==> config.mk <==
export PLATFORM = sky130hd
export DESIGN_NAME = sram_like_resp
export DESIGN_NICKNAME = d
export VERILOG_FILES = /design/src/rtl/sram_like_resp.sv
export SDC_FILE = /design/constraint.sdc
export NUM_CORES = 1
export LEC_CHECK = 0
export BUFFER_PORTS_ARGS = -buffer_cell sky130_fd_sc_hd__buf_2
export CORE_ASPECT_RATIO = 1.75
export CORE_MARGIN = 4
export CORE_UTILIZATION = 52
export DETAILED_ROUTE_END_ITERATION = 7
export PLACE_DENSITY = 0.91
export SLEW_MARGIN = 20
export SYNTH_ARGS = -nofsm -noshare
export SYNTH_HDL_FRONTEND = slang
export SYNTH_SLANG_ARGS = --single-unit
==> constraint.sdc <==
create_clock -name clk -period 6.1 [get_ports clk]
set_clock_uncertainty 0.2 [all_clocks]
set_input_delay 0.915 -clock clk [delete_from_list [all_inputs] [get_ports clk]]
set_output_delay 0.915 -clock clk [all_outputs]
set_load 0.1 [all_outputs]
==> src/rtl/sram_like_resp.sv <==
// -----------------------------------------------------------------------------
// sram_like_resp
//
// Turns a synchronous single-port RAM (one-cycle read latency) into an
// SRAM-like request/response slave. Requests are accepted on req && addr_ok and
// go straight to the RAM port in the same cycle. One data_ok pulse is returned
// per accepted request, strictly in acceptance order. Write responses carry
// rdata = 0. At most two requests are outstanding at any time.
//
// Optional feature (macro SRAM_RESP_DELAY_EN): a 16-bit Fibonacci LFSR
// (taps 16,14,13,11) adds a pseudo-random extra delay of 0..7 cycles to each
// response. Without the macro every response comes exactly one cycle after
// acceptance.
//
// Ports
//   clk        in   clock, all logic on the rising edge
//   reset      in   synchronous active-high reset
//   req        in   master request valid
//   wen[3:0]   in   byte write enables, 4'h0 means read
//   addr[31:0] in   byte address (bits [1:0] ignored)
//   wdata[31:0]in   write data
//   addr_ok    out  request accepted this cycle when req is also high
//   data_ok    out  one-cycle response pulse
//   rdata[31:0]out  response data, zero whenever data_ok is low
//   ram_en     out  RAM port enable
//   ram_wen[3:0]out RAM byte write enables
//   ram_addr   out  RAM word address, addr[RAM_AW+1:2]
//   ram_wdata  out  RAM write data
//   ram_rdata  in   RAM read data, valid the cycle after a read enable
// -----------------------------------------------------------------------------
module sram_like_resp #(
    parameter int          RAM_AW    = 16,
    parameter logic [15:0] LFSR_SEED = 16'hACE1
) (
    input  logic              clk,
    input  logic              reset,
    input  logic              req,
    input  logic [3:0]        wen,
    input  logic [31:0]       addr,
    input  logic [31:0]       wdata,
    output logic              addr_ok,
    output logic              data_ok,
    output logic [31:0]       rdata,
    output logic              ram_en,
    output logic [3:0]        ram_wen,
    output logic [RAM_AW-1:0] ram_addr,
    output logic [31:0]       ram_wdata,
    input  logic [31:0]       ram_rdata
);

    // Outstanding request count (accepted, not yet answered): 0..2
    logic [1:0]  out_q, out_d;

    // Entry whose RAM access was issued last cycle; its read data is on
    // ram_rdata in the current cycle.
    logic        p_vld_q, p_vld_d;
    logic        p_wr_q,  p_wr_d;
    logic [2:0]  p_dly_q, p_dly_d;

    // Two-entry in-order response FIFO. Write responses are stored with data
    // already forced to zero, so the is_write flag is folded into the data.
    logic [1:0]  f_vld_q, f_vld_d;
    logic [2:0]  f_dly_q [2];
    logic [2:0]  f_dly_d [2];
    logic [31:0] f_data_q [2];
    logic        wp_q, wp_d;
    logic        rp_q, rp_d;

    logic        accept;
    logic        fifo_empty;
    logic        head_rdy;
    logic        bypass;
    logic        push;
    logic [31:0] arr_data;
    logic [2:0]  new_dly;

`ifdef SRAM_RESP_DELAY_EN
    logic [15:0] lfsr_q, lfsr_d;
    logic        unused_bits;

    // The delay for a request is taken from the LFSR value current at its
    // acceptance; the LFSR then advances.
    assign new_dly = lfsr_q[2:0];
    assign lfsr_d  = accept ? {lfsr_q[14:0], lfsr_q[15] ^ lfsr_q[13] ^ lfsr_q[12] ^ lfsr_q[10]}
                            : lfsr_q;

    always_ff @(posedge clk) begin
        if (reset) begin
            lfsr_q <= LFSR_SEED;
        end else begin
            lfsr_q <= lfsr_d;
        end
    end

    assign unused_bits = ^addr;
`else
    logic        unused_bits;

    assign new_dly     = 3'd0;
    assign unused_bits = ^{addr, LFSR_SEED};
`endif

    // Handshake and RAM port; nothing is issued while reset is held.
    assign accept    = req && addr_ok && !reset;
    assign ram_en    = accept;
    assign ram_wen   = accept ? wen : 4'h0;
    assign ram_addr  = addr[RAM_AW+1:2];
    assign ram_wdata = wdata;

    // Response selection: FIFO head when its delay has expired, otherwise the
    // arriving entry directly when the FIFO is empty and it has no delay.
    assign arr_data   = p_wr_q ? 32'h0 : ram_rdata;
    assign fifo_empty = !f_vld_q[rp_q];
    assign head_rdy   = f_vld_q[rp_q] && (f_dly_q[rp_q] == 3'd0);
    assign bypass     = fifo_empty && p_vld_q && (p_dly_q == 3'd0);
    assign push       = p_vld_q && !bypass;

    assign data_ok = (head_rdy || bypass) && !reset;
    assign rdata   = !data_ok ? 32'h0 : (bypass ? arr_data : f_data_q[rp_q]);
    assign addr_ok = (out_q < 2'd2) || data_ok;

    always_comb begin
        out_d = out_q;
        case ({accept, data_ok})
            2'b10:   out_d = out_q + 2'd1;
            2'b01:   out_d = out_q - 2'd1;
            default: out_d = out_q;
        endcase

        p_vld_d = accept;
        p_wr_d  = (wen != 4'h0);
        p_dly_d = new_dly;

        f_vld_d = f_vld_q;
        f_dly_d = f_dly_q;
        wp_d    = wp_q;
        rp_d    = rp_q;

        // Only the head entry counts down.
        if (f_vld_q[rp_q] && (f_dly_q[rp_q] != 3'd0)) begin
            f_dly_d[rp_q] = f_dly_q[rp_q] - 3'd1;
        end

        if (head_rdy) begin
            f_vld_d[rp_q] = 1'b0;
            rp_d          = ~rp_q;
        end

        // An entry entering an empty FIFO is already the head in its arrival
        // cycle, so that cycle counts toward its delay (p_dly_q is nonzero
        // here, otherwise it would have bypassed). Behind another entry it
        // starts counting only once it reaches the head.
        if (push) begin
            f_vld_d[wp_q] = 1'b1;
            f_dly_d[wp_q] = fifo_empty ? (p_dly_q - 3'd1) : p_dly_q;
            wp_d          = ~wp_q;
        end
    end

    always_ff @(posedge clk) begin
        if (reset) begin
            out_q   <= 2'd0;
            p_vld_q <= 1'b0;
            p_wr_q  <= 1'b0;
            p_dly_q <= 3'd0;
            f_vld_q <= 2'b00;
            f_dly_q <= '{3'd0, 3'd0};
            wp_q    <= 1'b0;
            rp_q    <= 1'b0;
        end else begin
            out_q   <= out_d;
            p_vld_q <= p_vld_d;
            p_wr_q  <= p_wr_d;
            p_dly_q <= p_dly_d;
            f_vld_q <= f_vld_d;
            f_dly_q <= f_dly_d;
            wp_q    <= wp_d;
            rp_q    <= rp_d;
        end
    end

    // FIFO payload carries no reset; it is qualified by the valid bits.
    always_ff @(posedge clk) begin
        if (push) begin
            f_data_q[wp_q] <= arr_data;
        end
    end

endmodule

==> impl_metrics.ini <==
[pwr]
combPwrFrac_pct = 10.8
switchingPower_uw = 299
p_seq_share_pct = 48.5
p_int_uw = 914
p_sw_share_pct = 24.7
power.density_nw_per_um2 = 259
clockPowerShare_pct = 40.7
leakage_uw = 0.00161
irDropWorstVdd_uv = 176

[clock_tree]
cts.path.max_buffers = 2
clkLatencyLatePin_ns = 0.33
clk_pin_slew_ns = 0.06
htreeDepth = 3
postCtsSetupRepairBufs = 0
clock_sinks = 79
cts_buffers = 9
cts_resized = 0
cts_root_buf = clkbuf_16
postCtsHoldBufs = 0
cts_tree = built

[cells_and_area]
fin_util_pct = 58.4
drive_gt1_share_pct = 35.9
fill_cells = 622
final_nets = 480
antenna_cells = 0
final_common_cell = buf_2
area_growth_pct = 7.99
final_cell_mix = 77 x buf_2, 64 x edfxtp_1, 38 x nand2_1, 35 x nor2b_1, 34 x mux2i_1

[worst_setup_path]
crit_family = buffers and inverters
critical_path_class = reg -> out
cp.required_ns = 4.98
r2r_slack_ns = 3.10
cp_slowest_stage_delay_ns = 0.57
start_kind = flip-flop
r2r_start = rp_q
path_max_fanout = 17
r2r_cells = 8
path_cells = mux2i_1, ha_1, and4b_2, nor2_4, buf_16, o32ai_1, buf_2
cp_slowest_cell = dfxtp_1
crit_arrival_ns = 3.07
cp-end-kind = output pin
path_buf_inv = 2
reg2reg_to = out_q[1]

[logic_synthesis]
ys_ff_latch = 79
yosysSeqAreaShare_pct = 51.3
syn_inst = 353
synthFlopType = edfxtp_1
synthArstFlopShare_pct = 0
synth_area_um2 = 4340
syn_nets = 459
yosysUniqueCellTypes = 37
synth_edf_count = 64
avgSynthCellArea_um2 = 12.3
ys_warn_count = 0

[global_route]
grt_pass1_wl_mm = 13.9
antenna_found_initial = 0
grt_use_total_pct = 18.1
overflow = 0
grt_start_max_net_pins = 45
grt_pass1_vias = 2854

[route]
drt-total-wl_mm = 8.69
firstDrtPassIters = 4
route.vias.total = 2773
drt_iter0_markers = 175
routedWlPerCell_um = 18.5
drc = 0
antenna_left = 0
viasPerCell = 5.91

[sta]
slew_violations = 0
setup_viol_count_final = 0
tns_ns = 0
hold_violations = 0
period_minus_slack_ns = 4.18
timing.final.crit_share_pct = 68.6
slew_headroom_pct = 32.7
max_freq_mhz = 239
rsz0062_at_grt = no
worst_slew_pin_slew_ns = 1.01

[placement]
place.gp.congestion = 0.762
portBuffers = 77
dpl.hpwl_mm = 5.72

[hold_path]
holdPathStages = 2
hp-start = f_dly_q[3]
hp-class = reg -> reg
min_to = f_dly_q[3]

[die]
core_um2 = 8020
fp.dieW_um = 77.0
die-area_um2 = 9920
num_rows = 43
initial_utilization_pct = 54.1
ioPinCount = 190
die_h_um = 129

[job]
maxCapViolCount = 0

[run_status]
status = finished clean
## state kept, by name, summed over array words and instances (netlist names), named ones only
| name | count |
|---|---|
| rp_q | 1 |
| p_wr_q | 1 |
| wp_q | 1 |
| f_dly_q | 6 |
| f_vld_q | 2 |
| f_data_q | 64 |
| out_q | 2 |
| p_vld_q | 1 |
## cell usage after synthesis (2+ instances only)
master / number / area (um2)
edfxtp_1: 64 / 1920
buf_4: 48 / 360
nand2_1: 38 / 143
nor2b_1: 35 / 219
mux2i_1: 34 / 340
o32ai_2: 30 / 488
a21oi_1: 16 / 80.1
dfxtp_1: 15 / 300
clkbuf_1: 11 / 41.3
o21ai_0: 10 / 50.1
buf_2: 8 / 40.0
or3_1: 6 / 37.5
buf_6: 4 / 45.0
ha_1: 3 / 37.5
inv_1: 3 / 11.3
nor2_1: 3 / 11.3
nand2b_1: 2 / 12.5
nor3_1: 2 / 10.0
o32ai_1: 2 / 17.5
or4_1: 2 / 15.0
## kinds of logic (layout without fill, tap and decap cells)
group           count (synthesis)  in the layout  share of synthesized area, %
compound gates                 64             64                          16.0
xor+xnor                        2              2                         0.404
buf+inv                        75            101                          11.6
mux                            36             36                          8.43
simple gates                   94             94                          11.5
flops                          79             79                          51.3
fa+ha+maj                       3              3                         0.866
## power groups by stage
stage               Combinational (uW)  Sequential, uW  Clock [uW]
finish                             131             588         494
global route                       140             589         522
CTS                                132             589         500
detailed placement                 132             600           0
global placement                   128             600           0
floorplan                          251             598           0
## how the worst max path moves through the flow
| stage | start | end | slack (ns) | cells past startpoint |
|---|---|---|---|---|
| 2_1_floorplan | reset | rdata[0] | 1.27 | 3 |
| 3_3_place_gp | reset | rdata[16] | 1.56 | 6 |
| 3_5_place_dp | reset | rdata[16] | 1.51 | 6 |
| 4_1_cts | reset | rdata[19] | 1.51 | 6 |
| 5_1_grt | rp_q | rdata[31] | 1.72 | 7 |
| 6_report | rp_q | rdata[31] | 1.92 | 7 |
## stage by stage
| step | worst slack [ns] | cell area, um2 | hold WS (ns) | instances | power, uW |
|---|---|---|---|---|---|
| finish | 1.92 | 4680 | 0.293 | 469 | 1210 |
| global route | 1.72 | 4680 | 0.328 | 469 | 1250 |
| CTS | 1.51 | 4680 | 0.290 | 469 | 1220 |
| detailed placement | 1.51 | 4400 | 0.282 | 453 | 732 |
| global placement | 1.56 | 4380 | 0.266 | 452 | 728 |
| floorplan | 1.27 | 4340 | 0.250 | 353 | 849 |
## layout make-up
| cell class | count | area, um2 | area share, % |
|---|---|---|---|
| Clock buffer | 12 | 256 | 5.48 |
| Clock inverter | 4 | 21.3 | 0.454 |
| Inverter | 4 | 15.0 | 0.321 |
| Multi-Input combinational cell | 199 | 1620 | 34.6 |
| Sequential cell | 79 | 2220 | 47.5 |
| Tap cell | 90 | 113 | 2.41 |
| Timing Repair Buffer | 81 | 435 | 9.30 |
## metal layers
layer | track usage [%] | vias to the layer above | wire, um
met4 | 8.49 | 0 | 219
met5 | 0 | - | 0
met2 | 34.1 | 98 | 4830
met3 | 4.83 | 25 | 462
li1 | - | 1296 | -
met1 | 18.3 | 1354 | 3180
## worst min-delay path: cells and delay by family (launching register included)
kind,cells,cell delay [ns]
DFF,1,0.31
AOI/OAI and AO/OA,2,0.13
(Power assumes the default switching activity.)
